## config.mk

```make
export PLATFORM = sky130hd
export DESIGN_NAME = gsim_residual_check
export DESIGN_NICKNAME = d
export VERILOG_FILES = /design/src/rtl/gsim_residual_check.sv
export SDC_FILE = /design/constraint.sdc
export NUM_CORES = 2
export LEC_CHECK = 0
export CAP_MARGIN = 15
export CORE_AREA = 2 2 356 287
export CTS_BUF_LIST = sky130_fd_sc_hd__clkbuf_4 sky130_fd_sc_hd__clkbuf_8
export DETAILED_ROUTE_END_ITERATION = 6
export DIE_AREA = 0 0 358 289
export PLACE_DENSITY = 0.79
export SYNTH_ARGS = -nofsm -noshare
export SYNTH_HDL_FRONTEND = slang
export SYNTH_SLANG_ARGS = --single-unit
```

## constraint.sdc

```tcl
create_clock -name clk -period 42.1 [get_ports clk]
set_input_delay 12.63 -clock clk [delete_from_list [all_inputs] [get_ports clk]]
set_output_delay 12.63 -clock clk [all_outputs]
set_load 0.01 [all_outputs]
```

## src/rtl/gsim_residual_check.sv

```systemverilog
// gsim_residual_check: residual r = b - A*x check of the 16x16 banded Gauss-Seidel system, reports max |r| and pass/fail
module gsim_residual_check (
  input  logic        clk,
  input  logic        reset,
  input  logic        b_en,
  input  logic [15:0] b_in,
  input  logic        x_valid,
  input  logic [31:0] x_in,
  output logic        chk_valid,
  output logic        chk_pass,
  output logic [31:0] max_res,
  output logic [4:0]  fail_cnt
);
  localparam logic [39:0] TOL = 40'h00_0000_0100;
  typedef enum logic [1:0] {COLLECT, EVAL, DONE} state_t;
  state_t state_q;
  logic signed [15:0] b_q [16];
  logic signed [31:0] x_q [16];
  logic [4:0] b_cnt_q, x_cnt_q, fail_q, b_cnt_d, x_cnt_d, fail_d;
  logic [3:0] row_q;
  logic issued_q, a_vld_q, a_last_q, b_take, x_take;
  logic [39:0] a_q, max_q, a_d, max_d;
  logic signed [39:0] s0, s1, s2, s3, s_d, r_d;
  int ri;
  function automatic logic signed [39:0] xe(input int k);
    return (k < 0 || k > 15) ? 40'sd0 : {{8{x_q[k[3:0]][31]}}, x_q[k[3:0]]};
  endfunction
  assign b_take = state_q == COLLECT && b_en && !b_cnt_q[4];
  assign x_take = state_q == COLLECT && x_valid && !x_cnt_q[4];
  assign b_cnt_d = b_cnt_q + 5'(b_take);
  assign x_cnt_d = x_cnt_q + 5'(x_take);
  assign ri = int'(row_q);
  always_comb begin
    s0 = xe(ri);
    s1 = xe(ri - 1) + xe(ri + 1);
    s2 = xe(ri - 2) + xe(ri + 2);
    s3 = xe(ri - 3) + xe(ri + 3);
    s_d = (s0 <<< 4) + (s0 <<< 2) - ((s1 <<< 3) + (s1 <<< 2) + s1) + (s2 <<< 2) + (s2 <<< 1) - s3;
    r_d = {{8{b_q[row_q][15]}}, b_q[row_q], 16'h0} - s_d;
    a_d = r_d[39] ? -r_d : r_d;
    max_d = a_q > max_q ? a_q : max_q;
    fail_d = fail_q + 5'(a_q > TOL);
  end
  always_ff @(posedge clk) begin
    if (b_take) b_q[b_cnt_q[3:0]] <= b_in;
    if (x_take) x_q[x_cnt_q[3:0]] <= x_in;
  end
  // Row residual is registered, then folded into max/count a cycle later,
  // so DONE lands 17 edges after the last captured word.
  always_ff @(posedge clk or posedge reset) begin
    if (reset) begin
      state_q   <= COLLECT;
      b_cnt_q   <= '0;
      x_cnt_q   <= '0;
      row_q     <= '0;
      issued_q  <= 1'b0;
      a_vld_q   <= 1'b0;
      a_last_q  <= 1'b0;
      a_q       <= '0;
      max_q     <= '0;
      fail_q    <= '0;
      chk_valid <= 1'b0;
      chk_pass  <= 1'b0;
      max_res   <= '0;
      fail_cnt  <= '0;
    end else if (state_q == COLLECT) begin
      b_cnt_q <= b_cnt_d;
      x_cnt_q <= x_cnt_d;
      if (b_cnt_d[4] && x_cnt_d[4]) state_q <= EVAL;
    end else if (state_q == EVAL) begin
      if (!issued_q) begin
        a_q      <= a_d;
        a_vld_q  <= 1'b1;
        a_last_q <= &row_q;
        issued_q <= &row_q;
        if (!(&row_q)) row_q <= row_q + 4'd1;
      end
      if (a_vld_q) begin
        max_q  <= max_d;
        fail_q <= fail_d;
        if (a_last_q) begin
          state_q   <= DONE;
          chk_valid <= 1'b1;
          chk_pass  <= fail_d == 5'd0;
          max_res   <= |max_d[39:32] ? 32'hFFFF_FFFF : max_d[31:0];
          fail_cnt  <= fail_d;
        end
      end
    end
  end
endmodule

```

==> flow_metrics.tcl <==
set metrics [dict create \
    hpwl_mm 123 \
    drt_first_pass_iters 6 \
    die_y_um 289 \
    holdBufCountCts 0 \
    clk_latency_ps 900 \
    netlist_area_um2 64600 \
    crit_fanout 70 \
    dieArea_um2 103000 \
    end_kind "flip-flop" \
    tns_ps 0 \
    core_um2 99900 \
    hp-start "chk_valid" \
    r2r-start "row_q[0]" \
    cts_resized 0 \
    wl_met2_mm 78.5 \
    grt_pass1_wl_mm 273 \
    portBuffers 90 \
    vias 44600 \
    cpLargestDelayFamily "buffers and inverters" \
    routed_wl_mm 183 \
    status "complete, no violations" \
    cts_buffers 149 \
    critPathRequiredTime_ps 42820 \
    drc 0 \
    hold_depth 1 \
    start_util_pct 64.6 \
    synth_edf_count 768 \
    finalCritPeriodShare_pct 35.8 \
    cts_setup_buffers 0 \
    setup_viol 0 \
    dieWidth_um 358 \
    final_util_pct 70.2 \
    top_layer "met5" \
    layout.nets 5235 \
    fin_crit_ps 15050 \
    wl_per_cell_um 29.7 \
    ios 91 \
    grt.overflow.total 0 \
    gp_congestion 0.967 \
    first_iter_violations 7220 \
    synth_warnings 0 \
    synth_ff_type "edfxtp_1" \
    antenna_found_initial 12 \
    fp-row-count 104 \
    area_growth_pct 8.71 \
    wl_met3_mm 28.1 \
    clk_pin_slew_worst_paths_ps 60 \
    cts_tree "done" \
    ys_seq_area_share_pct 41.3 \
    synth_nets 5197 \
    dpl.cell_count 5897 \
    hold_violations 0 \
    arrival_ps 15780 \
    grtUsageTotal_pct 36.2 \
    hold_class "flip-flop to flip-flop" \
    htreeDepth 4 \
    slew_headroom_pct 20.3 \
    cp-startpoint "row_q[0]" \
    critical_path_depth 35 \
    cp_slowest_stage_delay_ps 970 \
    avgSynthCellArea_um2 13.8 \
    worst_setup_path_start_kind "flip-flop" \
    clockBufferDepth 3 \
    layout.cells.non_filler 6173 \
    yosysUniqueCellTypes 77 \
    synth_cells 4686 \
    finClkSkew_ps 39.6 \
    worst_pin_slew_ps 1190 \
    reg2reg_slack_ps 27050 \
    ys_seq_elements 911 \
    critPathSlowestCell "buf_4" \
    rsz0062_at_grt "no" \
    clockRootBuffer "clkbuf_8" \
    worst_path_most_repeated_cell "fa_1" \
    drive_above_1_share_pct 22.9 \
    m1WireLength_mm 67.6 \
    slew_viol_final 0 \
    reg2regPathDepth 35 \
    grt_max_degree 176 \
    synthArstFlopShare_pct 15.7 \
    crit_buf_inv 8 \
    crit_type "flip-flop to flip-flop" \
    viasPerCell 7.22 \
    cts.sinks 911 \
    fmax_ghz 0.0664 \
    grt_pass1_vias 43200 \
    maxCapViolations 0 \
    drtAntennaViolNets 0 \
]
-- synthesized netlist by cell type, types with 5 or more instances --
library cell | number | area (µm²)
edfxtp_1 | 768 | 23100
mux4_2 | 659 | 14800
inv_1 | 435 | 1630
nand2_1 | 361 | 1360
fa_1 | 273 | 5470
clkbuf_1 | 198 | 743
ha_1 | 186 | 2330
mux2i_1 | 162 | 1620
dfrtp_1 | 143 | 3580
nor2_1 | 135 | 507
nor2b_1 | 120 | 751
a21oi_1 | 110 | 551
xnor2_1 | 105 | 920
nand3_1 | 94 | 470
o21ai_0 | 92 | 460
a21o_1 | 80 | 601
a221oi_1 | 71 | 622
buf_1 | 66 | 248
xor2_1 | 64 | 561
o211ai_1 | 56 | 420
o21a_1 | 54 | 405
and3_1 | 50 | 313
mux2_2 | 50 | 563
o22a_1 | 33 | 289
nor3_1 | 28 | 140
nand4_1 | 26 | 163
a22oi_1 | 22 | 165
buf_2 | 21 | 105
nand2b_1 | 20 | 125
nor4_1 | 20 | 125
a211oi_1 | 16 | 120
a31oi_1 | 14 | 87.6
o21bai_1 | 13 | 97.6
or3_1 | 13 | 81.3
and2_1 | 11 | 68.8
o21ai_1 | 9 | 45.0
a31o_2 | 8 | 70.1
or2_2 | 8 | 50.1
a21boi_0 | 6 | 45.0
nand3b_1 | 5 | 37.5
nor4b_1 | 5 | 43.8
o31a_1 | 5 | 43.8
o31ai_1 | 5 | 37.5
-- layout make-up --
type                    count  area [µm²]
multi-input cells        3053       35600
clock inverters            76         656
clock buffers             194        2430
inverters                 436        1640
flip-flops and latches    911       26700
diodes                      5        12.5
repair buffers            173        1570
fillers                  6497       29700
well taps                1325        1660
-- registers in the layout (all words and copies together), names as in the netlist --
name       count
b_q          256
a_q           40
fail_cnt       5
row_q          4
x_cnt_q        5
state_q        2
issued_q       1
max_q         40
a_vld_q        1
chk_valid      1
fail_q         5
a_last_q       1
chk_pass       1
max_res       32
x_q          512
b_cnt_q        5
-- path summary, 6_finish.rpt --
kind / to
setup / recovery: a_q[38]
hold / removal: chk_valid
setup reg to reg: a_q[38]
hold reg to reg: chk_valid
max in group asynchronous: row_q[2]
min in group asynchronous: max_res[11]
-- cells in the final DEF, fill, tap and decap left out, types with 22 or more instances in the layout --
cell / Yosys / final
o22a_1: 33 / 33
xnor2_1: 105 / 101
o211ai_1: 56 / 56
o21ai_0: 92 / 92
nand2_1: 361 / 361
ha_1: 186 / 184
clkbuf_4: 0 / 39
xor2_1: 64 / 60
and3_1: 50 / 49
a22oi_1: 22 / 22
clkbuf_8: 0 / 155
a221oi_1: 71 / 71
inv_1: 435 / 433
mux4_2: 659 / 659
nor2_1: 135 / 109
dfrtp_1: 143 / 139
mux2i_1: 162 / 162
o21a_1: 54 / 54
edfxtp_1: 768 / 768
nand4_1: 26 / 26
clkinv_1: 0 / 39
nor2b_1: 120 / 120
nand3_1: 94 / 93
a21o_1: 80 / 80
clkdlybuf4s50_1: 0 / 90
fa_1: 273 / 273
buf_4: 0 / 79
a21oi_1: 110 / 108
mux2_2: 50 / 50
-- through the flow --
stage	setup WS, ps	area [µm²]	hold WS, ps
finish	27050	70200	479
global route	26240	70200	485
global placement	26550	67100	455
detailed placement	26480	67100	457
floorplan	25630	64600	450
CTS	27400	70200	479
-- cell families (layout without fill, tap and decap cells) --
family	Yosys count	after routing	share of synthesized area (%)
and+or+nand+nor	915	915	6.80
DFF	911	911	41.3
muxes	871	871	26.4
buffers and inverters	722	879	4.25
AOI/OAI and AO/OA	632	632	6.82
adders and majority gates	463	463	12.1
xor gates and xnor gates	172	172	2.38
other	0	5	0
-- routing by layer --
| metal | vias up | GRT usage (%) |
|---|---|---|
| met5 | - | 0 |
| met4 | 12 | 16.0 |
| met3 | 595 | 11.8 |
| met2 | 3581 | 50.5 |
| met1 | 22200 | 52.6 |
| li1 | 18100 | - |
Power is left out: the tool's default activity adds up to more than one toggle a clock period on the data nets, which glitch-free logic cannot reach.
